### src/rtl/serializer_pkg.sv
`default_nettype none
// ============================================================================
//  Module      : serializer_pkg
//  Description : Shared constants, load-source encoding and the lane-slice
//                helper for the N-to-1 serializer.
//  Revision    : 1.0  initial release
// ============================================================================
package serializer_pkg;

  localparam int MAX_DATA_WIDTH = 10;
  localparam int MAX_CHANNELS   = 4;
  localparam int CNT_W          = 4;
  localparam int BUS_W          = MAX_DATA_WIDTH * MAX_CHANNELS;

  // Source of the word loaded into the lanes at a load slot
  typedef enum logic [1:0] {
    LOAD_IDLE  = 2'd0,
    LOAD_DATA  = 2'd1,
    LOAD_TRAIN = 2'd2
  } load_sel_e;

  // Extract lane 'lane' (each 'width' bits wide) from a packed multi-lane bus
  function automatic logic [MAX_DATA_WIDTH-1:0] lane_slice(
    input logic [BUS_W-1:0] bus,
    input int               lane,
    input int               width
  );
    logic [BUS_W-1:0] shifted;
    logic [BUS_W-1:0] mask;
    shifted = bus >> (lane * width);
    mask    = {BUS_W{1'b1}} >> (BUS_W - width);
    return MAX_DATA_WIDTH'(shifted & mask);
  endfunction

endpackage : serializer_pkg
`default_nettype wire

### src/rtl/serializer_lane.sv
`default_nettype none
// ============================================================================
//  Module      : serializer_lane
//  Description : One serial lane. On load the first bit goes straight to the
//                registered output and the remaining bits are queued in the
//                shift register, so the first bit appears one cycle after load.
//  Revision    : 1.0  initial release
// ============================================================================
module serializer_lane #(
  parameter int DATA_WIDTH = 5,
  parameter bit LSB_FIRST  = 1'b1
) (
  input  logic                  clk,
  input  logic                  rst,
  input  logic                  load,
  input  logic [DATA_WIDTH-1:0] word,
  output logic                  dout
);

  logic [DATA_WIDTH-1:0] shreg;

  // Load a new word or shift the next bit out in the selected order
  always_ff @(posedge clk) begin
    if (rst) begin
      shreg <= '0;
      dout  <= 1'b0;
    end else if (load) begin
      if (LSB_FIRST) begin
        dout  <= word[0];
        shreg <= word >> 1;
      end else begin
        dout  <= word[DATA_WIDTH-1];
        shreg <= word << 1;
      end
    end else begin
      if (LSB_FIRST) begin
        dout  <= shreg[0];
        shreg <= shreg >> 1;
      end else begin
        dout  <= shreg[DATA_WIDTH-1];
        shreg <= shreg << 1;
      end
    end
  end

endmodule : serializer_lane
`default_nettype wire

### src/rtl/serializer_nto1.sv
`default_nettype none
// ============================================================================
//  Module      : serializer_nto1
//  Description : Multi-lane N-to-1 serializer with a shared bit counter,
//                ready/valid word intake, idle-word underflow fill and a
//                saturating underflow counter.
//                Define SERIALIZER_TRAIN_EN to enable training-word loads
//                requested through the train input.
//  Revision    : 1.0  initial release
// ============================================================================
module serializer_nto1
  import serializer_pkg::*;
#(
  parameter int                    DATA_WIDTH = 5,
  parameter int                    CHANNELS   = 3,
  parameter bit                    LSB_FIRST  = 1'b1,
  parameter logic [DATA_WIDTH-1:0] IDLE_WORD  = '0,
  parameter int unsigned           TRAIN_WORD = 32'd3
) (
  input  logic                           clk,
  input  logic                           rst,
  input  logic [CHANNELS*DATA_WIDTH-1:0] in_data,
  input  logic                           in_valid,
  output logic                           in_ready,
  input  logic                           train,
  output logic [CHANNELS-1:0]            dout,
  output logic                           frame_start,
  output logic                           underflow,
  output logic [15:0]                    underflow_cnt
);

  localparam logic [CNT_W-1:0] CNT_LAST = CNT_W'(DATA_WIDTH - 1);

  logic [CNT_W-1:0] cnt;
  logic             load_slot;
  logic             train_load;
  logic             idle_load;
  load_sel_e        load_sel;
  logic [BUS_W-1:0] bus;

  assign load_slot = (cnt == CNT_LAST);
  assign bus       = BUS_W'(in_data);

`ifdef SERIALIZER_TRAIN_EN
  localparam logic [DATA_WIDTH-1:0] TRAIN_VEC = DATA_WIDTH'(TRAIN_WORD);
  assign train_load = load_slot & train;
`else
  // train is ignored in this build; fold it into a sink so it stays connected
  wire unused_train = ^{train, TRAIN_WORD[0]};
  assign train_load = 1'b0;
`endif

  // Ready only at the load slot and never while a training word takes the slot
  assign in_ready  = load_slot & ~train_load & ~rst;
  assign idle_load = load_slot & (load_sel == LOAD_IDLE);

  // Load priority: training, then offered data, otherwise the idle word
  always_comb begin
    load_sel = LOAD_IDLE;
    if (train_load) begin
      load_sel = LOAD_TRAIN;
    end else if (in_valid) begin
      load_sel = LOAD_DATA;
    end
  end

  // Bit counter; reset parks it on the load slot so intake can start at once
  always_ff @(posedge clk) begin
    if (rst) begin
      cnt <= CNT_LAST;
    end else if (load_slot) begin
      cnt <= '0;
    end else begin
      cnt <= cnt + CNT_W'(1);
    end
  end

  // Frame marker, underflow pulse and saturating underflow count
  always_ff @(posedge clk) begin
    if (rst) begin
      frame_start   <= 1'b0;
      underflow     <= 1'b0;
      underflow_cnt <= '0;
    end else begin
      frame_start <= load_slot;
      underflow   <= idle_load;
      if (idle_load && (underflow_cnt != 16'hFFFF)) begin
        underflow_cnt <= underflow_cnt + 16'd1;
      end
    end
  end

  for (genvar k = 0; k < CHANNELS; k++) begin : g_lane
    logic [DATA_WIDTH-1:0] word;

    // Per-lane word selection for the load slot
    always_comb begin
      word = IDLE_WORD;
      case (load_sel)
        LOAD_DATA:  word = DATA_WIDTH'(lane_slice(bus, k, DATA_WIDTH));
`ifdef SERIALIZER_TRAIN_EN
        LOAD_TRAIN: word = TRAIN_VEC;
`endif
        default:    word = IDLE_WORD;
      endcase
    end

    serializer_lane #(
      .DATA_WIDTH (DATA_WIDTH),
      .LSB_FIRST  (LSB_FIRST)
    ) u_lane (
      .clk  (clk),
      .rst  (rst),
      .load (load_slot),
      .word (word),
      .dout (dout[k])
    );
  end : g_lane

endmodule : serializer_nto1
`default_nettype wire

### config.mk
export PLATFORM = sky130hd
export DESIGN_NAME = serializer_nto1
export DESIGN_NICKNAME = d
export VERILOG_FILES = /design/src/rtl/serializer_pkg.sv /design/src/rtl/serializer_lane.sv /design/src/rtl/serializer_nto1.sv
export SDC_FILE = /design/constraint.sdc
export NUM_CORES = 1
export LEC_CHECK = 0
export CELL_PAD_IN_SITES_DETAIL_PLACEMENT = 0
export CELL_PAD_IN_SITES_GLOBAL_PLACEMENT = 1
export CORE_ASPECT_RATIO = 0.75
export CORE_MARGIN = 8
export CORE_UTILIZATION = 36
export CTS_CLUSTER_DIAMETER = 80
export CTS_CLUSTER_SIZE = 12
export DETAILED_ROUTE_END_ITERATION = 12
export GPL_TIMING_DRIVEN = 0
export PLACE_DENSITY = 0.88
export SYNTH_ARGS = -nofsm -noshare
export SYNTH_HDL_FRONTEND = slang
export SYNTH_SLANG_ARGS = --single-unit
### constraint.sdc
create_clock -name clk -period 2 [get_ports clk]
set_input_delay 0.3 -clock clk [delete_from_list [all_inputs] [get_ports clk]]
set_output_delay 0.3 -clock clk [all_outputs]
set_load 0.05 [all_outputs]
==> summary.txt <==
Drt
  • Detail Route Antenna Nets: 0
  • DRT Pass-1 Iters: 4
  • Drt wl/cell: 13.9 um
  • Met3 WL post-DR: 197 um
  • Initial DRC count: 97
  • Highest routed layer: met4
  • Routed wl met2: 1690 um
  • Met1 wire length: 1700 um
  • # DRC: 0
  • Via/cell ratio: 5.19
  • Via count: 1371
  • Final WL: 3670 um

GRT
  • GRT overflow: 0
  • First-pass GRT wire length: 6010 um
  • Global-route usage over all layers: 11.1%
  • Largest net degree at the start of global routing: 13
  • Antenna violations before repair: 0
  • Vias in the first global route: 1293

Pwr
  • PD cells: 772 nW/um^2
  • VDD IR-drop max: 0.266 mV
  • Static Leak: 0.787 nW

Setup path
  • Slowest stage cell on the critical path: clkdlybuf4s50_1
  • CP Data Arrival Time: 1.59 ns
  • CP peak stage delay: 0.85 ns
  • Endpoint type of the worst setup path: output pin
  • Crit path kind: reg -> out
  • Crit path buf inv count: 1
  • Crit-path cells: clkdlybuf4s50_1
  • Crit start category: flip-flop
  • Cell family with most CP delay: buffers and inverters
  • CP max FO: 8
  • Worst path required time: 1.70 ns

Die
  • Die area: 6780 sq um
  • Core ar.: 4340 sq um
  • DIE WIDTH: 92.5 um
  • Die height: 73.4 um
  • Starting density of the core: 36.4%
  • Row count: 21
  • Ports: 41

Synth
  • Synth cell count leaders: dfxtp_1 (37), a22o_1 (12), nand3_1 (9)
  • Cell Area, Synth: 1580 sq um
  • Net count after synthesis: 181
  • Leading area contributor after synthesis: dfxtp_1
  • Sequential area share after synthesis: 46.9%
  • Syn Inst Count: 159
  • Main area contributors after synthesis: dfxtp_1 (47%), a22o_1 (6.7%), nand3_1 (2.9%)
  • Count leader, synth: dfxtp_1
  • Cell variety after synth: 42
  • Synth warn: 0
  • Ys async rst share: 0%
  • Yosys reg bits: 37
  • Yosys top cell area share: 46.9%
  • Most common flop cell mapped by yosys: dfxtp_1
  • Post-synth EDFFs: 0
  • Post-synthesis area per instance: 9.93 sq um

Job
  • Max-cap violation count: 0

Layout
  • Finished Layout Cells: 264
  • Layout overhead on the synthesized area: 36.2%
  • Antenna cells: 0
  • Finished Cell Area: 2150 sq um
  • Layout cells sized above 1: 21.3%
  • Final-stage net count: 228

Place
  • Dpl cells: 255
  • Post-DP Area: 2050 sq um
  • DPL Wire Length: 2710 um
  • # port buffers: 39
  • GP Congestion: 0.815

Clock network
  • CTS Buf Count: 5
  • Worst-Skew Late Latency: 0.29 ns
  • Depth of the CTS H-tree: 2
  • CTS root buf: clkbuf_8
  • CTS Buffer Depth: 2
  • TritonCTS clock tree: done
  • # hold bufs at CTS: 0
  • Clock transition at path regs: 0.07 ns
  • Total clock sinks: 37

STA
  • Slew Viols, Final: 0
  • Hold_ws: 0.448 ns
  • Clock skew: 0.00811 ns
  • Fmax: 528 MHz
  • Worst rel slew slack: 64.1%
  • Period minus WS final: 1.89 ns
  • Crit share post-route: 94.7%
  • Final setup violation count: 0
  • Worst slew pin tran: 0.539 ns
  • Final Hold Fails: 0

Outcome
  • Outcome: finished clean

Min path
  • Hold Path Class: reg -> reg
==> routing by layer <==
metal,track usage [%],vias to the layer above
li1,-,681
met1,13.4,651
met2,17.1,32
met3,3.37,7
met4,6.41,0
met5,0,-
==> repair_timing <==
item | CTS | global route
buffers inserted | 0 | 1
pin swaps | 0 | 0
gates resized for setup | 3 | 5
setup endpoints to repair | 1 | 14
==> final cells by class <==
type,instances,area [sq um]
buffer,10,76.3
clock buffer,5,68.8
clock inverter,3,17.5
fill,419,2180
inverter,6,22.5
multi-input combinational,106,754
sequential,37,747
tap,57,71.3
timing repair buffer,40,393
==> path summary, 6_finish.rpt <==
kind	start	end	slack, ns	cells after the start
max	underflow_cnt[4]$_SDFFE_PP0P_	underflow_cnt[4]	0.11	1
min	g_lane[0].u_lane.shreg[3]$_SDFF_PP0_	g_lane[0].u_lane.shreg[2]$_SDFF_PP0_	0.45	1
max reg2reg	underflow_cnt[13]$_SDFFE_PP0P_	underflow_cnt[1]$_SDFFE_PP0P_	0.11	6
min reg2reg	g_lane[0].u_lane.shreg[3]$_SDFF_PP0_	g_lane[0].u_lane.shreg[2]$_SDFF_PP0_	0.45	1
==> cells by family after synthesis <==
logic type | share of synthesized area [%]
simple gates | 22.5
compound gates | 18.9
flops | 46.9
buf+inv | 6.18
mux | 2.06
fa+ha+maj | 2.38
xor+xnor | 1.11
==> report_power, final <==
group | internal, W | switching, W
registers | 0.000784 | 0.0000268
clock network | 0.000240 | 0.000270
logic | 0.000148 | 0.000191
==> flip-flops by register name, indices dropped and copies added, names as in the netlist <==
signal	count
underflow_cnt	16
g_lane.u_lane.dout	3
frame_start	1
g_lane.u_lane.shreg	12
cnt	4
underflow	1
==> cells in the final DEF (no fill, tap or decap), types with 4 or more instances in the layout <==
cell type / synthesis / final
nor2_1: 7 / 6
dfxtp_1: 37 / 32
a21oi_2: 5 / 5
dfxtp_2: 0 / 5
a22o_1: 12 / 12
buf_4: 3 / 4
nand3_1: 9 / 9
or3_2: 6 / 6
clkdlybuf4s50_1: 0 / 38
clkbuf_8: 0 / 5
nor2b_1: 4 / 4
nand4_1: 4 / 4
o21ai_1: 6 / 6
a21oi_1: 6 / 6
nand2_1: 5 / 5
inv_1: 6 / 6
==> metrics by stage <==
step,util [%],setup slack (ns),setup TNS (ns),total power (W)
after global routing,49.6,-0.00130,-0.00130,0.00174
after CTS,49.3,0.0234,0,0.00168
after global placement,47.3,-0.166,-1.61,0.00116
final,49.6,0.105,0,0.00166
after floorplan,-,0.0141,0,0.00104
after detailed placement,47.3,-0.166,-1.59,0.00117
Note: power is estimated with default switching activity, not from simulation.
